<file path="src/rtl/ps2_kbd_rx.sv">
// ps2_kbd_rx: PS/2 keyboard receive deframer with a small scan-code FIFO.
//   Samples ps2_data on every kbd_clk rising edge and assembles 11-bit frames:
//   start(0), data[7:0] LSB first, odd parity, stop(1).
//   Good bytes are queued and read through a valid/read-pulse interface.
// Ports:
//   kbd_clk    - clock, one serial bit per rising edge
//   rst_n      - synchronous active-low reset
//   ps2_data   - serial line, idle high
//   rd_en      - pop head byte (KBDR read strobe)
//   err_clr    - clears all sticky error flags
//   data_out   - head-of-FIFO byte, 8'h00 while empty
//   data_valid - FIFO non-empty (KBSR ready)
//   parity_err - sticky parity mismatch
//   frame_err  - sticky stop-bit-low
//   overflow   - sticky good byte dropped on full FIFO
//   busy       - mid-frame (DATA, PARITY or STOP)
// Optional: define PS2_RX_BREAK_FILTER_EN to swallow break sequences (F0 xx).
module ps2_kbd_rx #(
  parameter int unsigned DEPTH = 4,
  localparam int unsigned PTR_W = $clog2(DEPTH)
) (
  input  logic       kbd_clk,
  input  logic       rst_n,
  input  logic       ps2_data,
  input  logic       rd_en,
  input  logic       err_clr,
  output logic [7:0] data_out,
  output logic       data_valid,
  output logic       parity_err,
  output logic       frame_err,
  output logic       overflow,
  output logic       busy
);

  localparam logic [PTR_W:0] FULL_CNT = (PTR_W+1)'(DEPTH);

  typedef enum logic [2:0] {
    S_WAIT_IDLE,
    S_IDLE,
    S_DATA,
    S_PARITY,
    S_STOP
  } state_e;

  state_e           state_q, state_d;
  logic [2:0]       bit_cnt_q, bit_cnt_d;
  logic [7:0]       shift_q, shift_d;
  logic             par_q, par_d;
  logic [7:0]       mem_q [DEPTH];
  logic [7:0]       mem_d [DEPTH];
  logic [PTR_W-1:0] wr_ptr_q, wr_ptr_d;
  logic [PTR_W-1:0] rd_ptr_q, rd_ptr_d;
  logic [PTR_W:0]   count_q, count_d;
  logic             parity_err_q, parity_err_d;
  logic             frame_err_q, frame_err_d;
  logic             overflow_q, overflow_d;

  logic good_byte, set_perr, set_ferr, push_req, pop, push_ok, full;

  // Frame FSM
  always_comb begin
    state_d   = state_q;
    bit_cnt_d = bit_cnt_q;
    shift_d   = shift_q;
    par_d     = par_q;
    good_byte = 1'b0;
    set_perr  = 1'b0;
    set_ferr  = 1'b0;
    case (state_q)
      S_WAIT_IDLE: if (ps2_data) state_d = S_IDLE;
      S_IDLE: begin
        if (!ps2_data) begin
          state_d   = S_DATA;
          bit_cnt_d = '0;
        end
      end
      S_DATA: begin
        shift_d   = {ps2_data, shift_q[7:1]};
        bit_cnt_d = bit_cnt_q + 3'd1;
        if (bit_cnt_q == 3'd7) state_d = S_PARITY;
      end
      S_PARITY: begin
        par_d   = ps2_data;
        state_d = S_STOP;
      end
      S_STOP: begin
        if (ps2_data) begin
          state_d = S_IDLE;
          // odd parity: data plus parity bit carry an odd number of ones
          if (^{shift_q, par_q}) good_byte = 1'b1;
          else                   set_perr  = 1'b1;
        end else begin
          state_d  = S_WAIT_IDLE;
          set_ferr = 1'b1;
        end
      end
      default: state_d = S_WAIT_IDLE;
    endcase
  end

`ifdef PS2_RX_BREAK_FILTER_EN
  logic break_pending_q, break_pending_d;

  // F0 marks a break; it and the byte after it never reach the FIFO
  always_comb begin
    break_pending_d = break_pending_q;
    push_req        = 1'b0;
    if (good_byte) begin
      if (break_pending_q)        break_pending_d = 1'b0;
      else if (shift_q == 8'hF0)  break_pending_d = 1'b1;
      else                        push_req        = 1'b1;
    end
    if (set_perr || set_ferr) break_pending_d = 1'b0;
  end

  always_ff @(posedge kbd_clk) begin
    if (!rst_n) break_pending_q <= 1'b0;
    else        break_pending_q <= break_pending_d;
  end
`else
  assign push_req = good_byte;
`endif

  // FIFO and sticky flags
  always_comb begin
    full     = (count_q == FULL_CNT);
    pop      = rd_en && (count_q != '0);
    // a pop in the same cycle frees the slot the push needs
    push_ok  = push_req && (!full || pop);
    mem_d    = mem_q;
    wr_ptr_d = wr_ptr_q;
    rd_ptr_d = rd_ptr_q;
    count_d  = count_q;
    if (push_ok) begin
      mem_d[wr_ptr_q] = shift_q;
      wr_ptr_d        = wr_ptr_q + PTR_W'(1);
    end
    if (pop) rd_ptr_d = rd_ptr_q + PTR_W'(1);
    if (push_ok && !pop)      count_d = count_q + (PTR_W+1)'(1);
    else if (!push_ok && pop) count_d = count_q - (PTR_W+1)'(1);

    parity_err_d = err_clr ? 1'b0 : parity_err_q;
    frame_err_d  = err_clr ? 1'b0 : frame_err_q;
    overflow_d   = err_clr ? 1'b0 : overflow_q;
    if (set_perr)                  parity_err_d = 1'b1;
    if (set_ferr)                  frame_err_d  = 1'b1;
    if (push_req && full && !pop)  overflow_d   = 1'b1;
  end

  always_ff @(posedge kbd_clk) begin
    if (!rst_n) begin
      state_q      <= S_WAIT_IDLE;
      bit_cnt_q    <= '0;
      shift_q      <= '0;
      par_q        <= 1'b0;
      wr_ptr_q     <= '0;
      rd_ptr_q     <= '0;
      count_q      <= '0;
      parity_err_q <= 1'b0;
      frame_err_q  <= 1'b0;
      overflow_q   <= 1'b0;
    end else begin
      state_q      <= state_d;
      bit_cnt_q    <= bit_cnt_d;
      shift_q      <= shift_d;
      par_q        <= par_d;
      wr_ptr_q     <= wr_ptr_d;
      rd_ptr_q     <= rd_ptr_d;
      count_q      <= count_d;
      parity_err_q <= parity_err_d;
      frame_err_q  <= frame_err_d;
      overflow_q   <= overflow_d;
    end
  end

  // Storage needs no reset: it is only observed while count is non-zero
  always_ff @(posedge kbd_clk) begin
    mem_q <= mem_d;
  end

  assign data_valid = (count_q != '0);
  assign data_out   = data_valid ? mem_q[rd_ptr_q] : '0;
  assign parity_err = parity_err_q;
  assign frame_err  = frame_err_q;
  assign overflow   = overflow_q;
  assign busy       = (state_q == S_DATA) || (state_q == S_PARITY) || (state_q == S_STOP);

endmodule

</file>
<file path="config.mk">
export PLATFORM = sky130hd
export DESIGN_NAME = ps2_kbd_rx
export DESIGN_NICKNAME = d
export VERILOG_FILES = /design/src/rtl/ps2_kbd_rx.sv
export SDC_FILE = /design/constraint.sdc
export NUM_CORES = 1
export LEC_CHECK = 0
export CAP_MARGIN = 10
export CELL_PAD_IN_SITES_DETAIL_PLACEMENT = 1
export CELL_PAD_IN_SITES_GLOBAL_PLACEMENT = 1
export CORE_MARGIN = 2
export CORE_UTILIZATION = 35
export CTS_BUF_LIST = sky130_fd_sc_hd__clkbuf_8
export DETAILED_ROUTE_END_ITERATION = 12
export GPL_TIMING_DRIVEN = 0
export PLACE_DENSITY = 0.68
export RECOVER_POWER = 100
export SYNTH_ARGS = -nofsm -noshare
export SYNTH_HDL_FRONTEND = slang
export SYNTH_SLANG_ARGS = --single-unit
</file>
<file path="constraint.sdc">
create_clock -name kbd_clk -period 9 [get_ports kbd_clk]
set_clock_uncertainty 0.2 [all_clocks]
set_input_delay 2.7 -clock kbd_clk [delete_from_list [all_inputs] [get_ports kbd_clk]]
set_output_delay 2.7 -clock kbd_clk [all_outputs]
set_load 0.01 [all_outputs]
</file>
-- Word-level counts from Yosys, hierarchy flattened
Cells that the tools add are included.
Widths: inputs -> output; s select.
- add/subtract/negate cells: 5
- order comparisons: 3
- eq/ne operators: 9
- muxes and demuxes: 28
- bitwise gates (word level): 2
- reductions and logical operators: 23
- operators by type and width (kind ; count):
    $bwmux 32 ; 1
    $mux 8 ; 4
    $mux 3 ; 6
    $bmux 8 s2 ; 1
    $demux 8 s2 ; 1
    $pmux 3 s5 ; 1
    $mux 1 ; 13
    $reduce_bool 2->1 ; 5
    $eq 3x3->1 const B ; 3
    $reduce_xor 9->1 ; 1
    $logic_and 1x1->1 ; 7
    $add 3x1->3 const B ; 2
    $eq 3x2->1 const B ; 2
    $ge 3x3->1 const B ; 2
    $ne 2x2->1 const B ; 3
    $not 2->3 ; 2
    $pmux 3 s2 ; 1
    $add 2x1->2 const B ; 2
    $eq 3x1->1 const B ; 1
    $logic_not 1->1 ; 3
    $logic_not 3->1 ; 1
    $logic_or 1x1->1 ; 3
    $lt 3x1->1 const B ; 1
    $reduce_and 3->1 ; 1
    3 further kinds ; 3
- bits in registers: 57

-- Depth between registers and ports, before layout
- depth in word-level cells: 9
- mapped depth: 9
- gate-level depth less buffers: 9

-- Least setup slack after synthesis
No wires, ideal clock.
- path type: input-to-reg
- start: input ps2_data
- end: register count_q[2]
- arrival: 4731 ps
- required time: 8730 ps
- setup slack: 3999 ps
- cell stages on the path: 9
- path buffers: 0
- path through: and4bb_2 -> or3b_4 -> mux2i_4 -> ha_1 -> inv_1 -> fa_1 -> xor2_1 -> or3_1 -> a21oi_1
- cells in the longest elaborated chain, start to end: 6
- ends and longest elaborated chain (item ; line ; text):
    from (decl) ; 24 ; input logic ps2_data,
    $mux 1 (*) ; 87 ; if (ps2_data) begin
    $mux 1 (*) ; 69 ; case (state_q)
    $logic_and 1x1->1 (*) ; 129 ; push_ok = push_req && (!full || pop);
    named net push_ok ; 58 ; logic good_byte, set_perr, set_ferr, push_req, pop, push_ok, full;
    $logic_not 1->1 ; 140 ; else if (!push_ok && pop) count_d = count_q - (PTR_W+1)'(1);
    $logic_and 1x1->1 ; 140 ;
    $reduce_bool 2->1 (no line) ; -- ;
    to (signal assigned) ; 169 ; count_q <= count_d;
    to (decl) ; 53 ; logic [PTR_W:0] count_q, count_d;
The timed path passes the listed nets; every way through them passes the cells marked *.
A chain may end at the register's enable or synchronous reset.

-- Final worst setup path
Same ends and word-level chain as after synthesis.

==> flow_summary_export.csv <==
group,metric,value,unit
min_path,hold_path.class,"register to register",
synth,yosysSeqAreaShare,60.08,%
setup_path,worstPathRequired,9.06,ns
timing,fin_setup_tns,0,ns
global_route,grt_pass1_vias,1436,
clock_network,clockRootBuffer,"clkbuf_8",
setup_path,cp-end-kind,"register",
synth,yosys.area_share.xor_xnor,4.784,%
synth,synth_simple_gate_area_share,13.58,%
synth,synth.avg_cell_area,13.22,µm²
timing,min_period,5.997,ns
synth,synth_compound_area_share,4.527,%
finish,drive_above_1_share,11.57,%
clock_network,post-cts-setup-buffers,0,
global_route,grt.total_usage,13.18,%
power_and_ir_drop,vdd_drop_max,0.00008710,V
clock_network,cts_hold_buf,0,
timing,relSlewSlack,47.17,%
setup_path,cp.arrival,6.06,ns
synth,ys_async_sr_fraction,0,%
timing,setup_viol,0,
finish,nets,224,
setup_path,crit_type,"primary input to register",
floorplanning,io_pins,18,
synth,synth_edf_count,32,
setup_path,path_max_fanout,7,
timing,tightest_slew,0.7924,ns
setup_path,cp_top_family,"simple AND/OR/NAND/NOR gates",
routing,ant_nets,0,
finish,final_cell_mix,"edfxtp_1 (32), dfxtp_1 (25), nand2_1 (23)",
floorplanning,die-height,87.37,µm
clock_network,clock_latency,0.34,ns
synth,yosysTopAreaCell,"edfxtp_1",
synth,synth_flop_cell,"edfxtp_1",
finish,final_util,41.93,%
setup_path,cpPeakStageDelay,0.65,ns
timing,max_freq,0.1668,GHz
clock_network,cts_tree,"yes",
clock_network,cts_buffers,9,
place,io_buffers,16,
global_route,antenna_found_initial,0,
synth,synth.top_cell.area_share,39.51,%
synth,synthTopCellsByArea,"edfxtp_1 (40%), dfxtp_1 (21%), mux4_2 (7.4%), ha_1 (3.6%), nand2_1 (3.5%)",
routing,drtIter0Drc,65,
power_and_ir_drop,p_leak,1.018,nW
routing,routed_wl,4410,µm
clock_network,h-tree-depth,3,
routing,drc,0,
global_route,grt_pass1_wl,7320,µm
global_route,grt_max_degree,11,
synth,synth_mux_area_share,10.39,%
finish,syn2layout_area_growth,16.46,%
synth,synthesis.nets,197,
power_and_ir_drop,power,0.0006634,W
timing,period_share,66.63,%
floorplanning,dieArea,0.007633,mm²
status,status,"complete, no violations",
setup_path,path_cells,"dlygate4sd3_1 > and4bb_1 > or3b_2 > mux2i_1 > ha_1 > inv_1 > fa_1 > xor2_1 > or3_1 > a21oi_1",
place,gp_congestion,0.6803,
routing,via_per_inst,4.824,
setup_path,cp_slowest_cell,"dlygate4sd3_1",
setup_path,worstSetupStartpointType,"primary input",
clock_network,cts_resized,0,
routing,post_drt_wl_per_cell,14.90,µm
synth,synth_warnings,0,
timing,rsz0062_at_grt,"no",
clock_network,path_clk_slew,0.06,ns
floorplanning,coreArea,0.006756,mm²
finish,diodes,0,
power_and_ir_drop,pwr_density_cell,234.2,mW/mm²
synth,ys_ff_latch,57,
finish,final_common_cell,"edfxtp_1",
timing,drv_slew,0,
place,dpl.hpwl,3047,µm
routing,first_pass_iters,4,
floorplanning,die_w,87.37,µm
floorplanning,std_cell_rows,30,
routing,dr_total_vias,1428,
place,dp.cells,280,
clock_network,cts_sinks,57,
global_route,grt-ovfl-total,0,
finish,instances_no_fill,296,
floorplanning,start_util,36.00,%
synth,netlist_area,0.002432,mm²
setup_path,crit_buf_inv,2,
synth,synth_cells,184,
synth,synthDistinctLibCells,36,
run,max_cap_viol_count,0,
synth,yosys.area_share.adder,4.424,%
clock_network,clockBufferDepth,2,
timing,final_hold_viol_count,0,
synth,synth_top_family_by_area,"simple AND/OR/NAND/NOR gates",
## area by class of cell
type / instances / area, µm²
sequential: 57 / 1461
buffer: 8 / 30.03
clock inverter: 7 / 37.54
multi-input combinational: 113 / 897.1
timing repair buffer: 16 / 160.2
inverter: 6 / 22.52
tap: 80 / 100.1
fill: 720 / 3924
clock buffer: 9 / 123.9
## worst paths after layout
check | start | to | slack [ns] | cells after the start
max | ps2_data | count_q[2] | 3.00 | 10
max reg2reg | shift_q[0] | count_q[2] | 5.39 | 9
min reg2reg | bit_cnt_q[0] | bit_cnt_q[0] | 0.28 | 2
min | bit_cnt_q[0] | bit_cnt_q[0] | 0.28 | 2
## sequential cells by signal (all words and copies together), names as in the netlist
name        cells
bit_cnt_q       3
count_q         3
frame_err       1
mem_q          32
overflow        1
par_q           1
parity_err      1
rd_ptr_q        2
shift_q         8
state_q         3
wr_ptr_q        2
## through the flow
stage                     setup slack [ns]  hold WS, ns  cell area, µm²
after floorplan                      3.999       0.2441            2432
final                                3.004       0.2794            2833
after detailed placement             3.131       0.2667            2693
after CTS                            3.485       0.2803            2854
after global routing                 2.836       0.3077            2833
after global placement               3.182       0.2553            2693
## synthesized netlist by cell type (2+ instances only)
library cell / count
edfxtp_1: 32
dfxtp_1: 25
nand2_1: 23
nor2_1: 11
a21oi_1: 10
and2_1: 8
mux4_2: 8
ha_1: 7
clkbuf_1: 6
inv_1: 6
mux2i_1: 5
xor2_1: 5
and2_2: 4
nand2b_1: 3
nand3b_1: 3
xnor2_1: 3
a22oi_1: 2
nand3_1: 2
nor3b_1: 2
o21ai_0: 2
or3_1: 2
## power breakdown
| part | switching [W] | internal [W] | leakage [nW] |
|---|---|---|---|
| registers | 0.00000926 | 0.000282 | 0.499 |
| logic | 0.0000807 | 0.0000934 | 0.440 |
| clock network | 0.000102 | 0.0000960 | 0.0799 |
## worst min-delay path, stage by stage, from the launching register on
cell	delay (ns)
dfxtp_1	0.33
nand2_1	0.06
a21oi_1	0.05
## per-layer routing
metal	wire length, µm	track usage (%)	share of wire, %	vias to the layer above
li1	-	-	-	708
met1	2154	16.98	49	680
met2	1975	19.49	45	28
met3	153	3.602	3.5	12
met4	126	8.392	2.9	0
met5	0	0	0	-
## cells by family after synthesis
logic type,count (synthesis)
buf+inv,14
xor+xnor,10
flops,57
mux,14
simple gates,63
fa+ha+maj,8
compound gates,18
Note: power is estimated with default switching activity, not from simulation.
